[config.mk]
export PLATFORM = sky130hd
export DESIGN_NAME = spi_master_ctrl_flat
export DESIGN_NICKNAME = d
export VERILOG_FILES = /design/src/rtl/spi_pkg.sv /design/src/rtl/spi_master_ctrl_if.sv /design/src/rtl/spi_clk_div.sv /design/src/rtl/spi_master_ctrl.sv /design/src/flat_wrapper.sv
export SDC_FILE = /design/constraint.sdc
export NUM_CORES = 1
export LEC_CHECK = 0
export CAP_MARGIN = 40
export CORE_ASPECT_RATIO = 1.25
export CORE_MARGIN = 4
export CORE_UTILIZATION = 45
export DETAILED_ROUTE_END_ITERATION = 6
export PLACE_DENSITY = 0.66
export SLEW_MARGIN = 20
export SYNTH_ARGS = -nofsm -noshare
export SYNTH_HDL_FRONTEND = slang
export SYNTH_SLANG_ARGS = --single-unit
[constraint.sdc]
create_clock -name clk -period 2.25 [get_ports clk]
set_input_delay 0.45 -clock clk [delete_from_list [all_inputs] [get_ports clk]]
set_output_delay 0.45 -clock clk [all_outputs]
set_load 0.005 [all_outputs]
[src/rtl/spi_pkg.sv]
// rtl/spi_pkg.sv - shared types, widths and frame helper for the SPI master
package spi_pkg;

  typedef enum logic [2:0] {
    IDLE,
    SETUP,
    HIGH,
    LOW,
    DONE,
    GAP
  } spi_state_e;

  localparam int ADDR_W     = 7;
  localparam int DATA_W     = 8;
  localparam int FRAME_BITS = 16;

  localparam logic RW_READ  = 1'b1;
  localparam logic RW_WRITE = 1'b0;

  // Read frames put zeros in the data slot; the slave drives miso there.
  function automatic logic [FRAME_BITS-1:0] build_frame(
    input logic              rw,
    input logic [ADDR_W-1:0] addr,
    input logic [DATA_W-1:0] wdata
  );
    return {addr, rw, (rw == RW_WRITE) ? wdata : {DATA_W{1'b0}}};
  endfunction

endpackage

[src/rtl/spi_master_ctrl_if.sv]
// rtl/spi_master_ctrl_if.sv - request/response handshake between on-chip logic and the SPI master
interface spi_master_ctrl_if;
  import spi_pkg::*;

  logic              req_valid;
  logic              req_ready;
  logic              req_rw;
  logic [ADDR_W-1:0] req_addr;
  logic [DATA_W-1:0] req_wdata;
  logic              rsp_valid;
  logic [DATA_W-1:0] rsp_rdata;

  modport master (
    output req_valid, req_rw, req_addr, req_wdata,
    input  req_ready, rsp_valid, rsp_rdata
  );

  modport slave (
    input  req_valid, req_rw, req_addr, req_wdata,
    output req_ready, rsp_valid, rsp_rdata
  );

endinterface

[src/rtl/spi_clk_div.sv]
// rtl/spi_clk_div.sv - sck half-period counter; phase_end marks the last clk of each phase
module spi_clk_div #(
  parameter int unsigned CLK_DIV = 2
) (
  input  logic clk,
  input  logic rst_n,
  input  logic restart,
  output logic phase_end
);

  localparam int unsigned CNT_W = $clog2(CLK_DIV + 1);
  localparam logic [CNT_W-1:0] LAST = CNT_W'(CLK_DIV - 1);

  logic [CNT_W-1:0] cnt;

  assign phase_end = (cnt == LAST);

  always_ff @(posedge clk or negedge rst_n) begin
    if (!rst_n) begin
      cnt <= '0;
    end else if (restart || phase_end) begin
      cnt <= '0;
    end else begin
      cnt <= cnt + CNT_W'(1);
    end
  end

endmodule

[src/rtl/spi_master_ctrl.sv]
// rtl/spi_master_ctrl.sv - SPI master issuing 16-bit addr/rw/data frames, one request per frame
// Optional SPI_CS_GAP_EN: holds cs high with req_ready low for CS_GAP cycles after each frame.
module spi_master_ctrl
  import spi_pkg::*;
#(
  parameter int unsigned CLK_DIV = 2,
  parameter int unsigned CS_GAP  = 4
) (
  input  logic               clk,
  input  logic               rst_n,
  spi_master_ctrl_if.slave   bus,
  output logic               sck,
  output logic               cs,
  output logic               mosi,
  input  logic               miso
);

  localparam logic [4:0] LAST_BIT   = 5'(FRAME_BITS - 1);
  localparam logic [4:0] DATA_FIRST = 5'(FRAME_BITS - DATA_W);

  if (CLK_DIV < 1 || CS_GAP < 1) begin : g_bad_param
    $error("spi_master_ctrl: CLK_DIV and CS_GAP must be at least 1");
  end

  spi_state_e            state;
  logic [FRAME_BITS-1:0] frame_sr;
  logic [DATA_W-1:0]     rdata_sr;
  logic [4:0]            bit_cnt;
  logic                  rw_q;
  logic                  phase_end;
  logic                  div_restart;

`ifdef SPI_CS_GAP_EN
  localparam int unsigned GAP_W = $clog2(CS_GAP + 1);
  localparam logic [GAP_W-1:0] GAP_LAST = GAP_W'(CS_GAP - 1);
  logic [GAP_W-1:0] gap_cnt;
`endif

  // Divider only runs while sck phases are being timed; elsewhere it is parked at zero.
  assign div_restart = !(state == SETUP || state == HIGH || state == LOW);

  spi_clk_div #(
    .CLK_DIV (CLK_DIV)
  ) u_clk_div (
    .clk       (clk),
    .rst_n     (rst_n),
    .restart   (div_restart),
    .phase_end (phase_end)
  );

  always_ff @(posedge clk or negedge rst_n) begin
    if (!rst_n) begin
      state         <= IDLE;
      cs            <= 1'b1;
      sck           <= 1'b0;
      mosi          <= 1'b0;
      bus.req_ready <= 1'b1;
      bus.rsp_valid <= 1'b0;
      bus.rsp_rdata <= '0;
      frame_sr      <= '0;
      rdata_sr      <= '0;
      bit_cnt       <= '0;
      rw_q          <= 1'b0;
`ifdef SPI_CS_GAP_EN
      gap_cnt       <= '0;
`endif
    end else begin
      case (state)
        IDLE: begin
          if (bus.req_valid && bus.req_ready) begin
            frame_sr      <= build_frame(bus.req_rw, bus.req_addr, bus.req_wdata);
            mosi          <= bus.req_addr[ADDR_W-1];
            rw_q          <= bus.req_rw;
            rdata_sr      <= '0;
            bit_cnt       <= '0;
            cs            <= 1'b0;
            bus.req_ready <= 1'b0;
            state         <= SETUP;
          end
        end
        SETUP: begin
          if (phase_end) begin
            sck   <= 1'b1;
            state <= HIGH;
          end
        end
        HIGH: begin
          if (phase_end) begin
            if (rw_q == RW_READ && bit_cnt >= DATA_FIRST) begin
              rdata_sr <= {rdata_sr[DATA_W-2:0], miso};
            end
            // Next bit goes out with the falling edge so it is stable for the whole low phase.
            frame_sr <= {frame_sr[FRAME_BITS-2:0], 1'b0};
            mosi     <= frame_sr[FRAME_BITS-2];
            sck      <= 1'b0;
            state    <= LOW;
          end
        end
        LOW: begin
          if (phase_end) begin
            bit_cnt <= bit_cnt + 5'd1;
            if (bit_cnt == LAST_BIT) begin
              cs            <= 1'b1;
              mosi          <= 1'b0;
              bus.rsp_valid <= 1'b1;
              bus.rsp_rdata <= (rw_q == RW_READ) ? rdata_sr : '0;
              state         <= DONE;
            end else begin
              sck   <= 1'b1;
              state <= HIGH;
            end
          end
        end
        DONE: begin
          bus.rsp_valid <= 1'b0;
          bit_cnt       <= '0;
`ifdef SPI_CS_GAP_EN
          gap_cnt       <= '0;
          state         <= GAP;
`else
          bus.req_ready <= 1'b1;
          state         <= IDLE;
`endif
        end
`ifdef SPI_CS_GAP_EN
        GAP: begin
          if (gap_cnt == GAP_LAST) begin
            bus.req_ready <= 1'b1;
            state         <= IDLE;
          end else begin
            gap_cnt <= gap_cnt + GAP_W'(1);
          end
        end
`endif
        default: begin
          cs            <= 1'b1;
          sck           <= 1'b0;
          bus.req_ready <= 1'b1;
          state         <= IDLE;
        end
      endcase
    end
  end

endmodule

[src/flat_wrapper.sv]
// flat-port wrapper written by rule: the top's interface ports become plain ports
module spi_master_ctrl_flat import spi_pkg::*;
#(
  parameter int unsigned CLK_DIV = 2,
  parameter int unsigned CS_GAP  = 4
)
  (clk, rst_n, sck, cs, mosi, miso, bus_req_valid, bus_req_rw, bus_req_addr, bus_req_wdata, bus_req_ready, bus_rsp_valid, bus_rsp_rdata);
  spi_master_ctrl_if bus_i ();
  input  logic clk;
  input  logic rst_n;
  output logic sck;
  output logic cs;
  output logic mosi;
  input  logic miso;
  input wire logic [$bits(bus_i.req_valid)-1:0] bus_req_valid;
  input wire logic [$bits(bus_i.req_rw)-1:0] bus_req_rw;
  input wire logic [$bits(bus_i.req_addr)-1:0] bus_req_addr;
  input wire logic [$bits(bus_i.req_wdata)-1:0] bus_req_wdata;
  output wire logic [$bits(bus_i.req_ready)-1:0] bus_req_ready;
  output wire logic [$bits(bus_i.rsp_valid)-1:0] bus_rsp_valid;
  output wire logic [$bits(bus_i.rsp_rdata)-1:0] bus_rsp_rdata;
  assign bus_i.req_valid = bus_req_valid;
  assign bus_i.req_rw = bus_req_rw;
  assign bus_i.req_addr = bus_req_addr;
  assign bus_i.req_wdata = bus_req_wdata;
  assign bus_req_ready = bus_i.req_ready;
  assign bus_rsp_valid = bus_i.rsp_valid;
  assign bus_rsp_rdata = bus_i.rsp_rdata;
  spi_master_ctrl #(.CLK_DIV(CLK_DIV), .CS_GAP(CS_GAP)) u_core (.clk(clk), .rst_n(rst_n), .bus(bus_i), .sck(sck), .cs(cs), .mosi(mosi), .miso(miso));
endmodule
==> results.md <==
- Clock-pin slew on the worst setup and hold paths: 0.09 ns
- Skew final: 0.009607 ns
- Syn_nets: 248
- Crit path arrival time: 2.09 ns
- Leading register cell type out of synthesis: dfrtp_1
- Gr ovfl total: 0
- Min-Delay Path Class: input pin to asynchronous set/reset pin
- Synthesis-stage register bit count: 47
- IO Pins: 33
- Crit Path Category: register to register
- Period Utilization, post-route: 0.8362
- Clk root buf: clkbuf_8
- Critical path's slowest cell: a221oi_4
- Hold_buf cts: 0
- Final ANT Viol Nets: 0
- Clock Tree Buf Depth: 2
- Slew Limit Fails: 0
- TritonCTS Buffers: 5
- FF-to-FF setup slack: 0.37 ns
- Core area: 4765 um2
- WHS: 0.1152 ns
- Post-synth EDFFs: 0
- Die W: 70.87 um
- Die Y: 86.59 um
- FF-to-FF End: u_core.rdata_sr[5]
- Setup_tns: 0 ns
- Final Hold Vio Count: 0
- Max Fclk: 531.5 MHz
- Rows: 28
- Starting density of the core: 0.4666
- CTS tree: yes
- Post-CTS sizing: 0
- Max cap viols: 0
- CTS sink count: 47
- Initial DRT Pass Iterations: 4
- Worst reg2reg path startpoint: u_core.u_clk_div.cnt[1]
- DRT Wirelength: 4204 um
- Syn_area_per_cell: 9.926 um2
- Layout cells sized above 1: 0.09728
- Via count: 1,649
- Vias in the first global route: 1,624
- CP Launch Type: register
- Worst Setup End Kind: register
- Residual DRC: 0
- Detail Placement HPWL: 3005 um
- Crit-path cells: inv_1 -> ha_1 -> nand2_1 -> a221oi_4 -> nand3_1 -> o21ai_0
- Asr flop ratio synth: 1.000
- Initial antenna violation count: 0
- Largest area contributor in the netlist: dfrtp_1
- Seq/Total Area, Yosys: 0.5301
- Most instantiated cells after synthesis: 45 x dfrtp_1, 25 x a21oi_1, 22 x nand2_1
- I/O Buffers: 32
- Area contributors post-synth: dfrtp_1 51%, a21oi_1 5.6%, mux2i_1 4.1%
- RSZ-0062 raised after global routing: false
- Placer Congestion: 0.7391
- Setup Fix Bufs, Post-CTS: 0
- # diodes: 0
- Initial DRC count: 95
- Cell variety after synth: 41
- Clk Latency, worst-skew pair: 0.29 ns
- Leak: 1.203 nW
- Count of final setup violators: 0
- Number of H-tree levels: 2
- Final min period: 1.882 ns
- Total Power: 1.405 mW
- Slew @ Worst Pin: 0.5512 ns
- FF-to-FF path depth: 6
- First-pass GRT wire length: 7389 um
- DR vias/cell: 5.202
- Worst path max stage delay: 0.60 ns
- P&R area growth vs syn: 20.77%
- WL per Instance: 13.26 um
- Dpl cells: 309
- Status: finished clean
- Largest net degree at the start of global routing: 28
- Peak VDD IR: 0.4058 mV
- Top-area cell type share of the netlist area: 0.5065
- Area of the mapped netlist: 2223 um2
- Cell family with most CP delay: compound AO/OA/AOI/OAI gates
- Crit path buf inv count: 1
- Final std cells w/o fill: 317
- Die ar.: 6137 um2
- YS warnings: 0
- Total GRT Usage: 0.1490
- Worst slew margin: 0.6325
- Worst EP required: 2.46 ns
- Post-Syn Instances: 224
- Count leader, synth: dfrtp_1
- Power Density: 523.3 nW/um2
- Max FO, Critical Path: 16
- Final net count: 280
[flip-flops by register name, summed over array words and instances, names as in the netlist, 2 cells and up]
register              count
u_core.bit_cnt            5
u_core.bus.rsp_rdata      8
u_core.rdata_sr           8
u_core.frame_sr          15
u_core.u_clk_div.cnt      2
u_core.state              3
[routing by layer]
metal | track usage | wire [um] | vias up
li1 | - | - | 833
met1 | 0.1901 | 1937 | 780
met4 | 0.04444 | 36 | 0
met5 | 0 | 0 | -
met2 | 0.2549 | 2090 | 32
met3 | 0.03132 | 140 | 4
[cell usage in the layout, fill, tap and decap left out, types with 2 or more instances in the layout]
cell type         n
dfrtp_1          45
clkdlybuf4s50_1  31
a21oi_1          25
nand2_1          22
nor2_1           20
nand3_1          17
inv_1            14
o21ai_0          11
mux2i_1           9
nor3b_1           8
buf_4             6
clkbuf_8          5
ha_1              4
nor2b_1           3
clkinv_2          3
nor4_1            2
and3_1            2
mux2_2            2
xor2_1            2
a211oi_1          2
dfstp_2           2
[worst register-to-register path, delay by kind of cell (launching register included)]
kind | cells | cell delay, ns
AOI/OAI and AO/OA | 2 | 0.70
and+or+nand+nor | 2 | 0.34
DFF | 1 | 0.37
adders and majority gates | 1 | 0.34
buffers and inverters | 1 | 0.05
[metrics by stage]
| stage | cell area, um2 | setup slack [ns] | util |
|---|---|---|---|
| 2_1_floorplan | 2223 | 0.5153 | - |
| 3_3_place_gp | 2601 | 0.2219 | 0.5460 |
| 3_5_place_dp | 2601 | 0.1767 | 0.5460 |
| 4_1_cts | 2685 | 0.3581 | 0.5636 |
| 5_1_grt | 2685 | 0.1213 | 0.5636 |
| 6_report | 2685 | 0.3685 | 0.5636 |
[cell families (layout without fill, tap and decap cells)]
family,after synthesis,after routing,synth area share
flip-flops,47,47,0.5301
buffers and inverters,28,61,0.06134
adder cells (fa/ha/maj),4,4,0.02251
XOR/XNOR,2,2,0.007880
AO/OA/AOI/OAI,47,47,0.1283
multiplexers,11,11,0.05065
AND/OR/NAND/NOR,85,85,0.1992
[cell type report]
cell class	instances	area (um2)
Inverter	14	52.55
Clock inverter	3	15.01
Tap cell	60	75.07
Sequential cell	47	1179
Fill cell	461	2079
Multi-Input combinational cell	149	914.6
Timing Repair Buffer	39	380.4
Clock buffer	5	68.82
[worst max path at each step]
stage	startpoint	to	slack [ns]	cells past startpoint
after floorplan	u_core.bit_cnt[0]	u_core.bus.rsp_valid	0.52	8
after global placement	bus_req_valid	u_core.rdata_sr[6]	0.22	5
after detailed placement	bus_req_valid	u_core.rdata_sr[5]	0.18	4
after CTS	u_core.bus.req_ready	bus_req_ready	0.36	1
after global routing	u_core.u_clk_div.cnt[1]	u_core.rdata_sr[7]	0.12	6
final	u_core.u_clk_div.cnt[1]	u_core.rdata_sr[5]	0.37	6
[where the power goes]
part / internal, mW / switching, mW / total, mW
clock: 0.213 / 0.268 / 0.481
sequential: 0.848 / 0.00192 / 0.850
combinational: 0.0426 / 0.0322 / 0.0748
No activity file was read; power rests on OpenSTA's default activity.
